## src/rtl/multi_motor_drive_if.sv

```systemverilog
// multi_motor_drive_if: per-channel command inputs and motor drive outputs.
interface multi_motor_drive_if #(parameter int N_CH = 2, parameter int PWM_W = 10, parameter int PER_W = 32);
  logic [N_CH-1:0] enable;
  logic [N_CH-1:0] dir;
  logic [N_CH*PWM_W-1:0] speed;
  logic [N_CH*PER_W-1:0] period;
  logic [N_CH*3-1:0] motor;
  logic [N_CH*PWM_W-1:0] duty_now;
  logic [N_CH*3-1:0] step_idx;
  logic frame_tick;
  modport master(output enable, dir, speed, period, input motor, duty_now, step_idx, frame_tick);
  modport slave(input enable, dir, speed, period, output motor, duty_now, step_idx, frame_tick);
endinterface

```

## src/rtl/multi_motor_drive.sv

```systemverilog
// multi_motor_drive: N-channel 3-phase commutation with shared PWM frame and slew-limited duty.
module multi_motor_drive #(
  parameter int N_CH = 2,
  parameter int PWM_W = 10,
  parameter int PWM_TOP = 999,
  parameter int PER_W = 32,
  parameter int RAMP_STEP = 8,
  parameter logic [PER_W-1:0] MAX_PERIOD = 32'h7fffffff
) (
  input logic clk,
  input logic rst_n,
  multi_motor_drive_if.slave bus
);
  localparam logic [PWM_W-1:0] TOP = PWM_W'(PWM_TOP);
  localparam logic [PWM_W-1:0] FULL = PWM_W'(PWM_TOP + 1);
  localparam logic [PWM_W-1:0] RS = PWM_W'(RAMP_STEP);
  logic [PWM_W-1:0] pwm_cnt, pwm_nxt;
  logic ft;
  assign pwm_nxt = (pwm_cnt == TOP) ? '0 : pwm_cnt + 1'b1;
  assign bus.frame_tick = ft;
  // frame_tick is registered from the next count so it coincides with pwm_cnt==PWM_TOP
  always_ff @(posedge clk or negedge rst_n)
    if (!rst_n) begin
      pwm_cnt <= '0;
      ft <= 1'b0;
    end else begin
      pwm_cnt <= pwm_nxt;
      ft <= (pwm_nxt == TOP);
    end
  for (genvar i = 0; i < N_CH; i++) begin : g_ch
    logic [PWM_W-1:0] spd, tgt, duty, duty_nxt;
    logic [PER_W-1:0] lat, cnt, per_in;
    logic [2:0] step, step_nxt, pat, mot;
    logic stopped, wrap, pwm_on;
    assign spd = bus.speed[i*PWM_W +: PWM_W];
    assign per_in = bus.period[i*PER_W +: PER_W];
    assign tgt = !bus.enable[i] ? '0 : (spd > FULL ? FULL : spd);
    assign duty_nxt = duty < tgt ? (tgt - duty > RS ? duty + RS : tgt)
                                 : (duty - tgt > RS ? duty - RS : tgt);
    assign stopped = !bus.enable[i] || lat >= MAX_PERIOD || lat == '0;
    assign wrap = cnt == lat - 1'b1;
    assign pwm_on = pwm_cnt < duty;
    assign step_nxt = bus.dir[i] ? (step == 3'd0 ? 3'd5 : step - 3'd1)
                                 : (step == 3'd5 ? 3'd0 : step + 3'd1);
    assign pat = step == 3'd0 ? 3'b001 : step == 3'd1 ? 3'b011 : step == 3'd2 ? 3'b010 :
                 step == 3'd3 ? 3'b110 : step == 3'd4 ? 3'b100 : 3'b101;
    assign bus.motor[i*3 +: 3] = mot;
    assign bus.duty_now[i*PWM_W +: PWM_W] = duty;
    assign bus.step_idx[i*3 +: 3] = step;
    // period is only sampled while stopped or at a step boundary so a step never gets cut short
    always_ff @(posedge clk or negedge rst_n)
      if (!rst_n) begin
        duty <= '0;
        lat <= MAX_PERIOD;
        cnt <= '0;
        step <= '0;
        mot <= '0;
      end else begin
        if (ft) duty <= duty_nxt;
        if (stopped || wrap) begin
          lat <= per_in;
          cnt <= '0;
        end else cnt <= cnt + 1'b1;
        if (!stopped && wrap) step <= step_nxt;
        mot <= stopped ? 3'b000 : pat & {3{pwm_on}};
      end
  end
endmodule

```

## src/flat_wrapper.sv

```systemverilog
// flat-port wrapper written by rule: the top's interface ports become plain ports
module multi_motor_drive_flat 
#(
  parameter int N_CH = 2,
  parameter int PWM_W = 10,
  parameter int PWM_TOP = 999,
  parameter int PER_W = 32,
  parameter int RAMP_STEP = 8,
  parameter logic [PER_W-1:0] MAX_PERIOD = 32'h7fffffff
)
  (clk, rst_n, bus_enable, bus_dir, bus_speed, bus_period, bus_motor, bus_duty_now, bus_step_idx, bus_frame_tick);
  multi_motor_drive_if #(.N_CH(N_CH), .PWM_W(PWM_W), .PER_W(PER_W)) bus_i ();
  input logic clk;
  input logic rst_n;
  input wire logic [$bits(bus_i.enable)-1:0] bus_enable;
  input wire logic [$bits(bus_i.dir)-1:0] bus_dir;
  input wire logic [$bits(bus_i.speed)-1:0] bus_speed;
  input wire logic [$bits(bus_i.period)-1:0] bus_period;
  output wire logic [$bits(bus_i.motor)-1:0] bus_motor;
  output wire logic [$bits(bus_i.duty_now)-1:0] bus_duty_now;
  output wire logic [$bits(bus_i.step_idx)-1:0] bus_step_idx;
  output wire logic [$bits(bus_i.frame_tick)-1:0] bus_frame_tick;
  assign bus_i.enable = bus_enable;
  assign bus_i.dir = bus_dir;
  assign bus_i.speed = bus_speed;
  assign bus_i.period = bus_period;
  assign bus_motor = bus_i.motor;
  assign bus_duty_now = bus_i.duty_now;
  assign bus_step_idx = bus_i.step_idx;
  assign bus_frame_tick = bus_i.frame_tick;
  multi_motor_drive #(.N_CH(N_CH), .PWM_W(PWM_W), .PWM_TOP(PWM_TOP), .PER_W(PER_W), .RAMP_STEP(RAMP_STEP), .MAX_PERIOD(MAX_PERIOD)) u_core (.clk(clk), .rst_n(rst_n), .bus(bus_i));
endmodule
```

## config.mk

```make
export PLATFORM = sky130hd
export DESIGN_NAME = multi_motor_drive_flat
export DESIGN_NICKNAME = d
export VERILOG_FILES = /design/src/rtl/multi_motor_drive_if.sv /design/src/rtl/multi_motor_drive.sv /design/src/flat_wrapper.sv
export SDC_FILE = /design/constraint.sdc
export NUM_CORES = 1
export LEC_CHECK = 0
export BUFFER_PORTS_ARGS = -buffer_cell sky130_fd_sc_hd__clkbuf_2
export CAP_MARGIN = 20
export CORE_ASPECT_RATIO = 1.1
export CORE_MARGIN = 3
export CORE_UTILIZATION = 50
export CTS_CLUSTER_SIZE = 16
export DETAILED_ROUTE_END_ITERATION = 10
export GPL_TIMING_DRIVEN = 1
export HOLD_SLACK_MARGIN = 0.03
export PLACE_DENSITY_LB_ADDON = 0.12
export RECOVER_POWER = 100
export SLEW_MARGIN = 40
export SYNTH_ARGS = -nofsm -noshare
export SYNTH_HDL_FRONTEND = slang
export SYNTH_SLANG_ARGS = --single-unit
```

## constraint.sdc

```tcl
create_clock -name clk -period 3.6 [get_ports clk]
set_clock_uncertainty 0.1 [all_clocks]
set_input_delay 0.36 -clock clk [delete_from_list [all_inputs] [get_ports clk]]
set_output_delay 0.36 -clock clk [all_outputs]
set_load 0.005 [all_outputs]
```

# --- Yosys cells after proc, flatten, opt, wreduce, memory -nomap -nowiden ---
# Index checks and enable logic that the tools add are counted.
totals:
  regBits: 171
  latchBits: 0
  mem_bits_rw: 0
  romBits: 0
  output_inout_bits: 33
  wordCells: 104
  mem_count: 0
classes:
  add_sub_neg: 17
  mul: 0
  n_div: 0
  order_cmp: 12
  eq_ne: 14
  shift: 0
  mux: 31
  bitwise: 2
  n_reduce_logical: 16
ops:
  columns: ["operator", "n"]
  rows:
  - ["two-way mux 10 bit", 11]
  - ["adder 32 x 1 -> 32 bit (second input constant)", 2]
  - ["equality test 32 bit", 2]
  - ["greater-or-equal comparator 32 x 31 -> 1 bit (second input constant)", 2]
  - ["logical NOT 32 bit", 2]
  - ["two-way mux 32 bit", 2]
  - ["subtractor 32 x 1 -> 32 bit (second input constant)", 2]
  - ["two-way mux 3 bit", 16]
  - ["greater-than comparator 10 x 4 -> 1 bit (second input constant)", 4]
  - ["less-than comparator 10 bit", 4]
  - ["subtractor 10 bit", 4]
  - ["adder 10 x 4 -> 10 bit (second input constant)", 2]
  - ["equality test 10 bit (second input constant)", 2]
  - ["greater-than comparator 10 bit (second input constant)", 2]
  - ["subtractor 10 x 4 -> 10 bit (second input constant)", 2]
  - ["equality test 3 x 2 -> 1 bit (second input constant)", 4]
  - ["equality test 3 bit (second input constant)", 4]
  - ["adder 10 x 1 -> 10 bit (second input constant)", 1]
  - ["adder 3 x 1 -> 3 bit (second input constant)", 2]
  - ["AND 3 bit", 2]
  - ["equality test 3 x 1 -> 1 bit (second input constant)", 2]
  - ["logical NOT 3 bit", 2]
  - ["logical OR 1 bit", 6]
  - ["subtractor 3 x 1 -> 3 bit (second input constant)", 2]
  - ["other kinds (3)", 8]

# --- Longest topological paths before layout ---
logic_depth:
  ltp_word: 8
  depth_mapped: 17
  mapped_depth_nobuf: 16

# --- Worst setup path after synthesis ---
# Ideal clock, no wire load.
synth_timing:
  path_kind: "input to register"
  startpoint: "in bus_speed[2]"
  endpoint: "reg u_core.g_ch[0].duty[6]"
  setup_ps: 111
  arrival_ps: 3966
  required_ps: 3389
  setup_slack_ps: -577
  cell_stages: 16
  path_cell_list: "or3_1 -> a21oi_1 -> nor2_1 -> nor2b_1 -> nand2_1 -> inv_1 -> ha_1 -> nor2b_1 -> o21a_1 -> o21a_1 -> a211oi_1 -> mux2_2 -> nor4b_1 -> nor2_1 -> a31o_2 -> a222oi_1"
synth_via:
  elab_chain_len: 7
synth_rtl:
  columns: ["item", "line_no", "source"]
  rows:
  - ["start, declared", "flat_wrapper.sv:17", "input wire logic [$bits(bus_i.speed)-1:0] bus_speed;"]
  - ["greater-than comparator 10 bit", "multi_motor_drive.sv:37", "assign tgt = !bus.enable[i] ? '0 : (spd > FULL ? FULL : spd);"]
  - ["two-way mux 10 bit (*) (2 in a row)", "multi_motor_drive.sv:37", null]
  - ["subtractor 10 bit (on tied branches)", "multi_motor_drive.sv:39, multi_motor_drive.sv:38", null]
  - ["greater-than comparator 10 x 4 -> 1 bit (on tied branches)", "multi_motor_drive.sv:39, multi_motor_drive.sv:38", null]
  - ["two-way mux 10 bit (on tied branches)", "multi_motor_drive.sv:39, multi_motor_drive.sv:38", null]
  - ["two-way mux 10 bit (*)", "multi_motor_drive.sv:38", "assign duty_nxt = duty < tgt ? (tgt - duty > RS ? duty + RS : tgt)"]
  - ["end signal, assigned", "multi_motor_drive.sv:59", "if (ft) duty <= duty_nxt;"]
  - ["end, declared", "multi_motor_drive.sv:31", "logic [PWM_W-1:0] spd, tgt, duty, duty_nxt;"]
# Every way passes the cells marked *; elsewhere a longest branch is shown, timed or not.
# A chain may end at the register's enable or synchronous reset.

# --- Worst setup path after layout ---
layout_timing:
  startpoint: "reg u_core.g_ch[0].lat[6]"
  endpoint: "reg u_core.g_ch[0].lat[0]"
layout_via:
  elab_chain_len: 4
layout_rtl:
  columns: ["item", "line_no", "source"]
  rows:
  - ["start, declared", "multi_motor_drive.sv:32", "logic [PER_W-1:0] lat, cnt, per_in;"]
  - ["start signal, assigned", "multi_motor_drive.sv:61", "lat <= per_in;"]
  - ["branches (longest 3 deep; another with subtractor 32 x 1 -> 32 bit)", null, null]
  - ["logical OR 1 bit (*)", "multi_motor_drive.sv:60", "if (stopped || wrap) begin"]
# Mark *: on every way between the ends.

==> metrics.csv <==
metric;value;unit
Area contributors post-synth;dfrtp_1 21%, dfstp_2 13%, ha_1 7.1%, xnor2_1 5.5%, xor2_1 5.3%;
post-DR wirelength/cell;17.3;µm
router iterations before antenna repair;5;
starting density of the core;51.0;%
Final period util;103;%
Reg power frac;44.0;%
Post-Synthesis Cells;1453;
Tmin final;3710;ps
share of the synthesized area in the top cell type;21.0;%
failing checks;max-capacitance violations, max-slew violations, negative setup slack;
net switching share of the total power;28.6;%
P_sw;1430;µW
CTS tree;done;
pin count of the biggest net entering global routing;73;
final hold viol count;0;
top_reg_cell synth;dfrtp_1;
Post-synth EDFFs;0;
proportion of layout cells with a drive suffix above 1;32.3;%
synthesis-to-layout area growth;27.5;%
P_int;3560;µW
share of synthesized registers carrying an async set or reset;100;%
port bufs;122;
CP endpoint kind;register;
Worst-Skew Late Latency;430;ps
Mean Syn Cell Area;8.92;µm²
Design Power;4990;µW
pwr/cell area;302;nW/µm²
Filler cells;2181;
initial antenna violation count;0;
drt initial violations;749;
Mapped Area;13000;µm²
final slew viol count;73;
CORE AREA;25400;µm²
Via Count;12098;
die span in y;175;µm
Distinct cells, synth;79;
#FFs+latches synth;171;
gr usage total;25.5;%
Mapped Nets;1619;
vias in the first global route;11962;
H-tree levels;4;
status;complete, but fails checks;
gr ovfl total;0;
count leader, synth;nor2_1;
Critical Path Source Type;register;
final hold slack;55.9;ps
via/cell ratio;5.75;
Worst-path clk slew;80;ps
setup ws final;-111;ps
Pleak;0.00736;µW
die area;27900;µm²
Max IR drop VDD;299;µV
dpl hpwl;26800;µm
top cells by count, synth;161 x nor2_1, 109 x dfrtp_1, 100 x nand2_1;
RSZ-0062 raised after global routing;true;
pre-CTS setup slack;-524;ps
max_slew headroom;-26.2;%
WP data required;3850;ps
Clock Path Buffers;2;
max-cap check violation count;1;
Routed WL;36400;µm
clock share of power;36.4;%
register area share after synthesis;33.6;%
Least-Margin Pin Slew;1890;ps
Setup CP Type;reg -> reg;
Final Setup Violations;51;
Die Wd;160;µm
Synth area leader;dfrtp_1;
nets;1910;
power share of the combinational group;19.7;%
Sink Count;171;
Synth warnings;0;
IO Pins;123;
Rows;61;
first-pass GRT wire length;59200;µm
gpl congestion;0.930;
WP data arrival;3960;ps
Critical Path Fanout Max;5;
drt drc;0;
CTS Root Cell;clkbuf_16;
CTS buffer count;17;
min-delay worst type;in -> reg;
number of diodes;0;
fmax;269;MHz
Routed Antenna Nets;0;
[cell families (layout without fill, tap and decap cells)]
| kind of cell | Yosys count | in the layout | synth area share, % |
|---|---|---|---|
| adder cells (fa/ha/maj) | 76 | 76 | 7.45 |
| buffers and inverters | 127 | 430 | 4.29 |
| AO/OA/AOI/OAI | 245 | 245 | 12.8 |
| AND/OR/NAND/NOR | 595 | 595 | 23.7 |
| XOR/XNOR | 160 | 160 | 10.8 |
| flip-flops | 171 | 171 | 33.6 |
| multiplexers | 79 | 80 | 7.32 |
[routing by layer]
layer / vias up / global-route usage, % / wire, µm
li1: 5837 / - / -
met1: 5830 / 34.4 / 16400
met2: 377 / 42.8 / 17500
met3: 54 / 4.20 / 1980
met4: 0 / 6.75 / 561
met5: - / 0 / 0
[placed cells by master, fill, tap and decap left out, types with 14 or more instances in the layout]
cell type  synthesis  routed
nor4_1            26      24
mux2_4            20      33
buf_4              0     175
a21oi_1           57      54
dfrtp_1          109     109
nand2b_1          18      16
mux2_2            42      34
nand3_1           59      58
xnor2_1           82      82
or3_1             15      14
ha_1              74      68
and3_1            23      23
xor2_1            78      78
nor2_1           161     137
clkbuf_1          48      21
inv_1             62      60
nor2_2             0      22
dfstp_2           62      62
a31oi_1           15      14
o21ai_0           38      33
nor3_1            52      46
nand4_1           46      46
nand2_1          100      95
o21a_1            15      14
a211oi_1          20      15
clkbuf_16          0      18
clkbuf_2           0     111
[timing repair]
| item | in CTS | in global routing |
|---|---|---|
| setup buffers | 10 | 11 |
| pin swaps | 13 | 27 |
| gates cloned | 4 | 2 |
| setup endpoints to repair | 75 | 150 |
| hold endpoints to repair | 40 | 0 |
| resized for setup | 42 | 67 |
| hold buffers | 2 | 0 |
[worst paths after layout]
path                                            start  slack (ps)                endpoint  depth (start not counted)
min in group asynchronous                       rst_n         890  u_core.g_ch[0].duty[8]                          2
worst max register to register  u_core.g_ch[0].lat[6]        -110   u_core.g_ch[0].lat[0]                         11
worst min-delay path                   bus_period[48]          60  u_core.g_ch[1].lat[16]                          2
worst min register to register  u_core.g_ch[1].cnt[0]         440   u_core.g_ch[1].cnt[0]                          1
max in group asynchronous                       rst_n         680  u_core.g_ch[1].duty[8]                          3
worst max-delay path            u_core.g_ch[0].lat[6]        -110   u_core.g_ch[0].lat[0]                         11
[layout make-up]
class	count	area (µm²)	area share, %
multi-input cells	1156	8530	51.6
flip-flops and latches	171	4360	26.4
repair buffers	335	2400	14.5
clock buffers	20	457	2.76
well taps	346	433	2.62
inverters	63	236	1.43
clock inverters	12	116	0.704
[flip-flops by register name, summed over array words and instances, names as in the netlist]
register               flops
u_core.bus.frame_tick      1
u_core.g_ch.cnt           64
u_core.g_ch.duty          20
u_core.g_ch.lat           64
u_core.g_ch.mot            6
u_core.g_ch.step           6
u_core.pwm_cnt            10
[worst max-delay path: stages (launching register included)]
cell,delay (ps)
dfstp_2,370
or4_4,540
or4_4,570
or3_1,340
a22oi_2,160
nand4b_1,110
or4_4,520
nor3b_2,160
nand2b_4,220
buf_12,130
buf_16,130
mux2_4,290
[power by group through the flow]
stage          clock network [µW]  logic (µW)  registers [µW]
2_1_floorplan                   0         566            2160
3_3_place_gp                    0         875            2220
3_5_place_dp                    0         889            2220
4_1_cts                      1860         950            2190
5_1_grt                      1940        1070            2210
6_report                     1810         981            2190
[stage by stage]
stage | utilization (%) | cell area [µm²] | instances | setup TNS [ps]
after floorplan | - | 13100 | 1453 | -6740
after global placement | 60.3 | 15300 | 2044 | -17820
after detailed placement | 60.3 | 15300 | 2044 | -20210
after CTS | 63.9 | 16300 | 2092 | -6720
after global routing | 65.0 | 16500 | 2103 | -10070
final | 65.0 | 16500 | 2103 | -2150
Note: power is estimated with default switching activity, not from simulation.
